$ cat src/rtl/mult_arbiter.sv
// rtl/mult_arbiter.sv - round-robin arbiter sharing one sequential multiplier between two requesters
//
// Two requesters raise req and hold their operands stable. The arbiter grants one
// of them (round-robin on contention), latches its operands onto m_a/m_b, pulses
// m_start for one cycle, waits for m_valid and hands the product back with a
// one-cycle done strobe on the served requester's bit.
//
// Optional feature macro: MULT_ARB_TIMEOUT_EN
//   defined   - WAIT is bounded to TIMEOUT cycles; on expiry the operation ends
//               with result=0 and err=1.
//   undefined - WAIT lasts until m_valid; err is tied low.
//
// Ports:
//   clk      in   rising-edge clock
//   rst_n    in   asynchronous active-low reset
//   req      in   [1:0] request level per requester
//   a0, b0   in   [WIDTH-1:0] requester 0 operands
//   a1, b1   in   [WIDTH-1:0] requester 1 operands
//   done     out  [1:0] one-cycle completion strobe, one-hot or zero
//   result   out  [2*WIDTH-1:0] product, meaningful while a done bit is high
//   err      out  high with done when the operation timed out
//   busy     out  high in every state except IDLE
//   m_start  out  one-cycle start pulse to the multiplier
//   m_a, m_b out  [WIDTH-1:0] operands to the multiplier
//   m_valid  in   multiplier product valid level
//   m_prod   in   [2*WIDTH-1:0] multiplier product

module mult_arbiter #(
    parameter int WIDTH   = 8
`ifdef MULT_ARB_TIMEOUT_EN
    ,
    parameter int TIMEOUT = 32
`endif
) (
    input  logic                 clk,
    input  logic                 rst_n,
    input  logic [1:0]           req,
    input  logic [WIDTH-1:0]     a0,
    input  logic [WIDTH-1:0]     b0,
    input  logic [WIDTH-1:0]     a1,
    input  logic [WIDTH-1:0]     b1,
    output logic [1:0]           done,
    output logic [2*WIDTH-1:0]   result,
    output logic                 err,
    output logic                 busy,
    output logic                 m_start,
    output logic [WIDTH-1:0]     m_a,
    output logic [WIDTH-1:0]     m_b,
    input  logic                 m_valid,
    input  logic [2*WIDTH-1:0]   m_prod
);

    localparam logic [1:0] S_IDLE  = 2'd0;
    localparam logic [1:0] S_ISSUE = 2'd1;
    localparam logic [1:0] S_WAIT  = 2'd2;
    localparam logic [1:0] S_DONE  = 2'd3;

    logic [1:0]           state_q,  state_d;
    logic                 grant_q,  grant_d;
    logic                 last_q,   last_d;
    logic [WIDTH-1:0]     m_a_q,    m_a_d;
    logic [WIDTH-1:0]     m_b_q,    m_b_d;
    logic [2*WIDTH-1:0]   result_q, result_d;

`ifdef MULT_ARB_TIMEOUT_EN
    localparam int CW = (TIMEOUT < 2) ? 1 : $clog2(TIMEOUT);
    localparam logic [CW-1:0] CNT_LAST = CW'(TIMEOUT - 1);

    logic [CW-1:0]        cnt_q,    cnt_d;
    logic                 err_q,    err_d;
`endif

    // State and datapath registers
    always_ff @(posedge clk or negedge rst_n) begin
        if (!rst_n) begin
            state_q  <= S_IDLE;
            grant_q  <= 1'b0;
            last_q   <= 1'b1;   // requester 0 wins the first contention
            m_a_q    <= '0;
            m_b_q    <= '0;
            result_q <= '0;
`ifdef MULT_ARB_TIMEOUT_EN
            cnt_q    <= '0;
            err_q    <= 1'b0;
`endif
        end else begin
            state_q  <= state_d;
            grant_q  <= grant_d;
            last_q   <= last_d;
            m_a_q    <= m_a_d;
            m_b_q    <= m_b_d;
            result_q <= result_d;
`ifdef MULT_ARB_TIMEOUT_EN
            cnt_q    <= cnt_d;
            err_q    <= err_d;
`endif
        end
    end

    // Next-state and datapath update
    always_comb begin
        logic winner;
        winner   = 1'b0;
        state_d  = state_q;
        grant_d  = grant_q;
        last_d   = last_q;
        m_a_d    = m_a_q;
        m_b_d    = m_b_q;
        result_d = result_q;
`ifdef MULT_ARB_TIMEOUT_EN
        cnt_d    = cnt_q;
        err_d    = err_q;
`endif
        case (state_q)
            S_IDLE: begin
                if (req != 2'b00) begin
                    // On contention serve whoever was not served last;
                    // otherwise serve the single requester.
                    winner  = (req == 2'b11) ? ~last_q : req[1];
                    grant_d = winner;
                    m_a_d   = winner ? a1 : a0;
                    m_b_d   = winner ? b1 : b0;
                    state_d = S_ISSUE;
                end
            end
            S_ISSUE: begin
`ifdef MULT_ARB_TIMEOUT_EN
                cnt_d   = '0;
                err_d   = 1'b0;
`endif
                state_d = S_WAIT;
            end
            S_WAIT: begin
                if (m_valid) begin
                    result_d = m_prod;
                    state_d  = S_DONE;
                end
`ifdef MULT_ARB_TIMEOUT_EN
                else if (cnt_q == CNT_LAST) begin
                    result_d = '0;
                    err_d    = 1'b1;
                    state_d  = S_DONE;
                end else begin
                    cnt_d    = cnt_q + 1'b1;
                end
`endif
            end
            default: begin   // S_DONE
                last_d  = grant_q;
                state_d = S_IDLE;
            end
        endcase
    end

    // Outputs decoded from state
    always_comb begin
        done    = 2'b00;
        err     = 1'b0;
        busy    = (state_q != S_IDLE);
        m_start = (state_q == S_ISSUE);
        if (state_q == S_DONE) begin
            done = grant_q ? 2'b10 : 2'b01;
`ifdef MULT_ARB_TIMEOUT_EN
            err  = err_q;
`endif
        end
    end

    assign m_a    = m_a_q;
    assign m_b    = m_b_q;
    assign result = result_q;

endmodule

$ cat config.mk
export PLATFORM = sky130hd
export DESIGN_NAME = mult_arbiter
export DESIGN_NICKNAME = d
export VERILOG_FILES = /design/src/rtl/mult_arbiter.sv
export SDC_FILE = /design/constraint.sdc
export NUM_CORES = 1
export LEC_CHECK = 0
export CORE_UTILIZATION = 28
export CTS_CLUSTER_SIZE = 28
export DETAILED_ROUTE_END_ITERATION = 10
export GPL_TIMING_DRIVEN = 0
export PLACE_DENSITY = 0.72
export SYNTH_ARGS = -nofsm -noshare
export SYNTH_HDL_FRONTEND = slang
export SYNTH_SLANG_ARGS = --single-unit
$ cat constraint.sdc
create_clock -name clk -period 2.1 [get_ports clk]
set_input_delay 0.42 -clock clk [delete_from_list [all_inputs] [get_ports clk]]
set_output_delay 0.42 -clock clk [all_outputs]
set_load 0.02 [all_outputs]
==> metrics.cfg <==
[status]
status=complete, no violations

[detailed_routing]
drc=0
vias=1389
ant_nets=0
post_drt_wl_per_cell_um=12.9
routed_wirelength_um=4040
drtIter0Drc=45
firstDrtPassIters=4
vias_per_cell=4.44

[critical_path]
worstPathArrival_ns=1.53
worst-path-buf-inv=2
cp_slowest_cell=clkdlybuf4s50_1
cp-start-kind=flip-flop
cp_cell_sequence=inv_1 > ha_1 > clkdlybuf4s50_1
worst-setup-path-type=flip-flop to output port
slowest_delay_ns=0.59
crit_path_max_fanout=4
end_kind=output port
cp_top_family=buffers and inverters
required_ns=1.68

[logic_synthesis]
ys_seq_area_share_pct=55.8
ys_types=26
synth_top_area_share_pct=54.2
synth-seq-cells=36
syn_nets=203
synth_area_leaders=dfrtp_1 54%, mux2_2 12%, a21oi_1 9.6%
synth.avg_cell_area_sq_um=11.1
postSynthCellCount=146
yosys.area.top_type=dfrtp_1
synth.cell_area_sq_um=1620
ys_warn_count=0

[final_layout]
nets=298
n_antenna_cell=0
areaGrowthSynthToFinish_pct=64.6
multi_input_area_sq_um=647
drive_gt1_share_pct=16.2
regArea_sq_um=902
fill_cells=524
layoutNonFillerInstCount=313

[sta]
relSlewSlack_pct=45.9
hold_viol=0
max_freq_ghz=0.513
setup_slack_ns=0.152
drv_slew=0
timing.final.crit_share_pct=92.8
setup_viol=0
worstMarginPinSlew_ns=0.812
skew_ns=0.00466
holdWs_ns=0.228
period_needed_ns=1.95
rsz0062_at_grt=no

[power]
ir_drop_v=0.000600
p_leak_nw=1.15
p_per_area_nw_per_um2=1440

[global_routing]
grt_use_total_pct=13.9
grt_pass1_wl_um=6420
grt-ovfl-total=0
grt_max_degree=37
grt_antenna_before_repair=0
grt_pass1_vias=1397

[die]
io_pins=90
dieArea_sq_um=6080
num_rows=27
die_x_um=78.0
die_h_um=78.0
start_util_pct=29.2
fp.coreArea_sq_um=5540

[clock_network]
cts_made_buffers=5
clock_latency_ns=0.28
clock_path_buffers=2
ctsHtreeMaxLevel=2
cts_setup_buffers=0
cts.clk_slew.worst_paths_ns=0.07
cts_hold_buf=0
cts_tree=done
cts_root_buf=clkbuf_8
clock_sinks=36

[hold_path]
hold_class=input pin to asynchronous set/reset pin

[placement]
gp_congestion=0.640
pre_cts_slack_ns=0.132
port_buffers=88
placed_cells=306
hpwl_um=2930

[flow_run]
maxCapViolCount=0

-- final cells by class --
class | count | share of cell area [%]
Buffer | 7 | 1.98
Clock buffer | 6 | 2.73
Clock inverter | 1 | 0.188
Inverter | 4 | 0.564
Multi-Input combinational cell | 99 | 24.3
Sequential cell | 36 | 33.9
Tap cell | 72 | 3.39
Timing Repair Buffer | 88 | 32.9
-- path summary, 6_finish.rpt --
check / slack, ns / from / to / cells after the start
worst max-delay path: 0.15 / state_q[1]$_DFFE_PN0P_ / m_start / 3
worst min-delay path: 0.23 / rst_n / result[14]$_DFFE_PN0P_ / 1
worst max register to register: 0.35 / state_q[0]$_DFFE_PN0P_ / result[2]$_DFFE_PN0P_ / 5
worst min register to register: 0.50 / result[13]$_DFFE_PN0P_ / result[13]$_DFFE_PN0P_ / 1
max in group asynchronous: 1.36 / rst_n / m_b[3]$_DFFE_PN0P_ / 1
min in group clk: 0.50 / result[13]$_DFFE_PN0P_ / result[13]$_DFFE_PN0P_ / 1
-- state kept, by name (all words and copies together), names as in the netlist --
| signal | count |
|---|---|
| result | 16 |
| last_q | 1 |
| m_b | 8 |
| grant_q | 1 |
| state_q | 2 |
| m_a | 8 |
-- metrics by stage --
step | TNS, ns | util, % | power [mW] | instance area [sq um]
after floorplan | 0 | - | 2.43 | 1620
after global placement | -9.83 | 46.7 | 3.38 | 2590
after detailed placement | 0 | 46.6 | 3.43 | 2580
after CTS | 0 | 48.0 | 3.89 | 2660
after global routing | 0 | 48.0 | 4.10 | 2660
final | 0 | 48.0 | 3.82 | 2660
-- worst register-to-register path, delay by kind of cell, from the launching register on --
| family | cells | cell delay, ns |
|---|---|---|
| buffers and inverters | 2 | 0.40 |
| flip-flops | 1 | 0.38 |
| multiplexers | 1 | 0.37 |
| AND/OR/NAND/NOR | 1 | 0.25 |
| adder cells (fa/ha/maj) | 1 | 0.23 |
-- power breakdown --
group	switching (mW)	internal [mW]	leakage (nW)
Sequential	0.193	1.06	0.414
Clock	0.226	0.225	0.0410
Combinational	1.04	1.08	0.694
-- routing by layer --
metal  track usage [%]  part of all wire [%]
met1              16.6                    44
met2              23.1                    46
met3              5.53                   8.8
met4              3.89                  0.89
met5                 0                     0
-- cells in the mapped netlist, drive strengths merged --
library cell,count
mux2,18
nand2,18
dfstp,1
a21bo,1
nor2,16
nor2b,1
a21oi,32
o21ai,2
conb,1
mux2i,1
ha,4
o21a,1
clkbuf,1
buf,6
a21boi,1
dfrtp,35
inv,4
and2,1
o21bai,1
o32a,1
-- logic make-up (layout without fill, tap and decap cells) --
logic type,count (synthesis),in the layout,synth area share [%]
AOI/OAI and AO/OA,39,39,14.6
adders and majority gates,4,4,3.10
buffers and inverters,11,106,4.18
DFF,36,36,55.8
muxes,19,19,13.4
other,1,1,0.232
and+or+nand+nor,36,36,8.67
-- cells in the final DEF (no fill, tap or decap) --
master           count
a21oi_2              1
inv_2                1
dfrtp_1             35
clkdlybuf4s50_1     84
a21boi_2             1
o21bai_1             1
buf_6                2
o21ai_0              1
a21oi_1             31
clkinv_2             1
mux2_2              17
mux2i_1              1
buf_2                4
clkbuf_1             1
dlymetal6s2s_1       1
o21ai_2              1
and2_1               1
dlygate4sd2_1        2
ha_1                 4
nor2b_1              1
nor2_1              16
o32a_4               1
buf_4                1
mux2_4               1
dfstp_2              1
clkbuf_8             5
o21a_1               1
a21bo_2              1
conb_1               1
inv_1                3
nand2_1             18
clkbuf_4             1
-- timing repair --
action	4_1_cts	5_1_grt
setup endpoints to repair	2	1
resized for setup	2	1
cloned	0	0
pin swaps	0	0
Power figures use the tool's default switching activity.
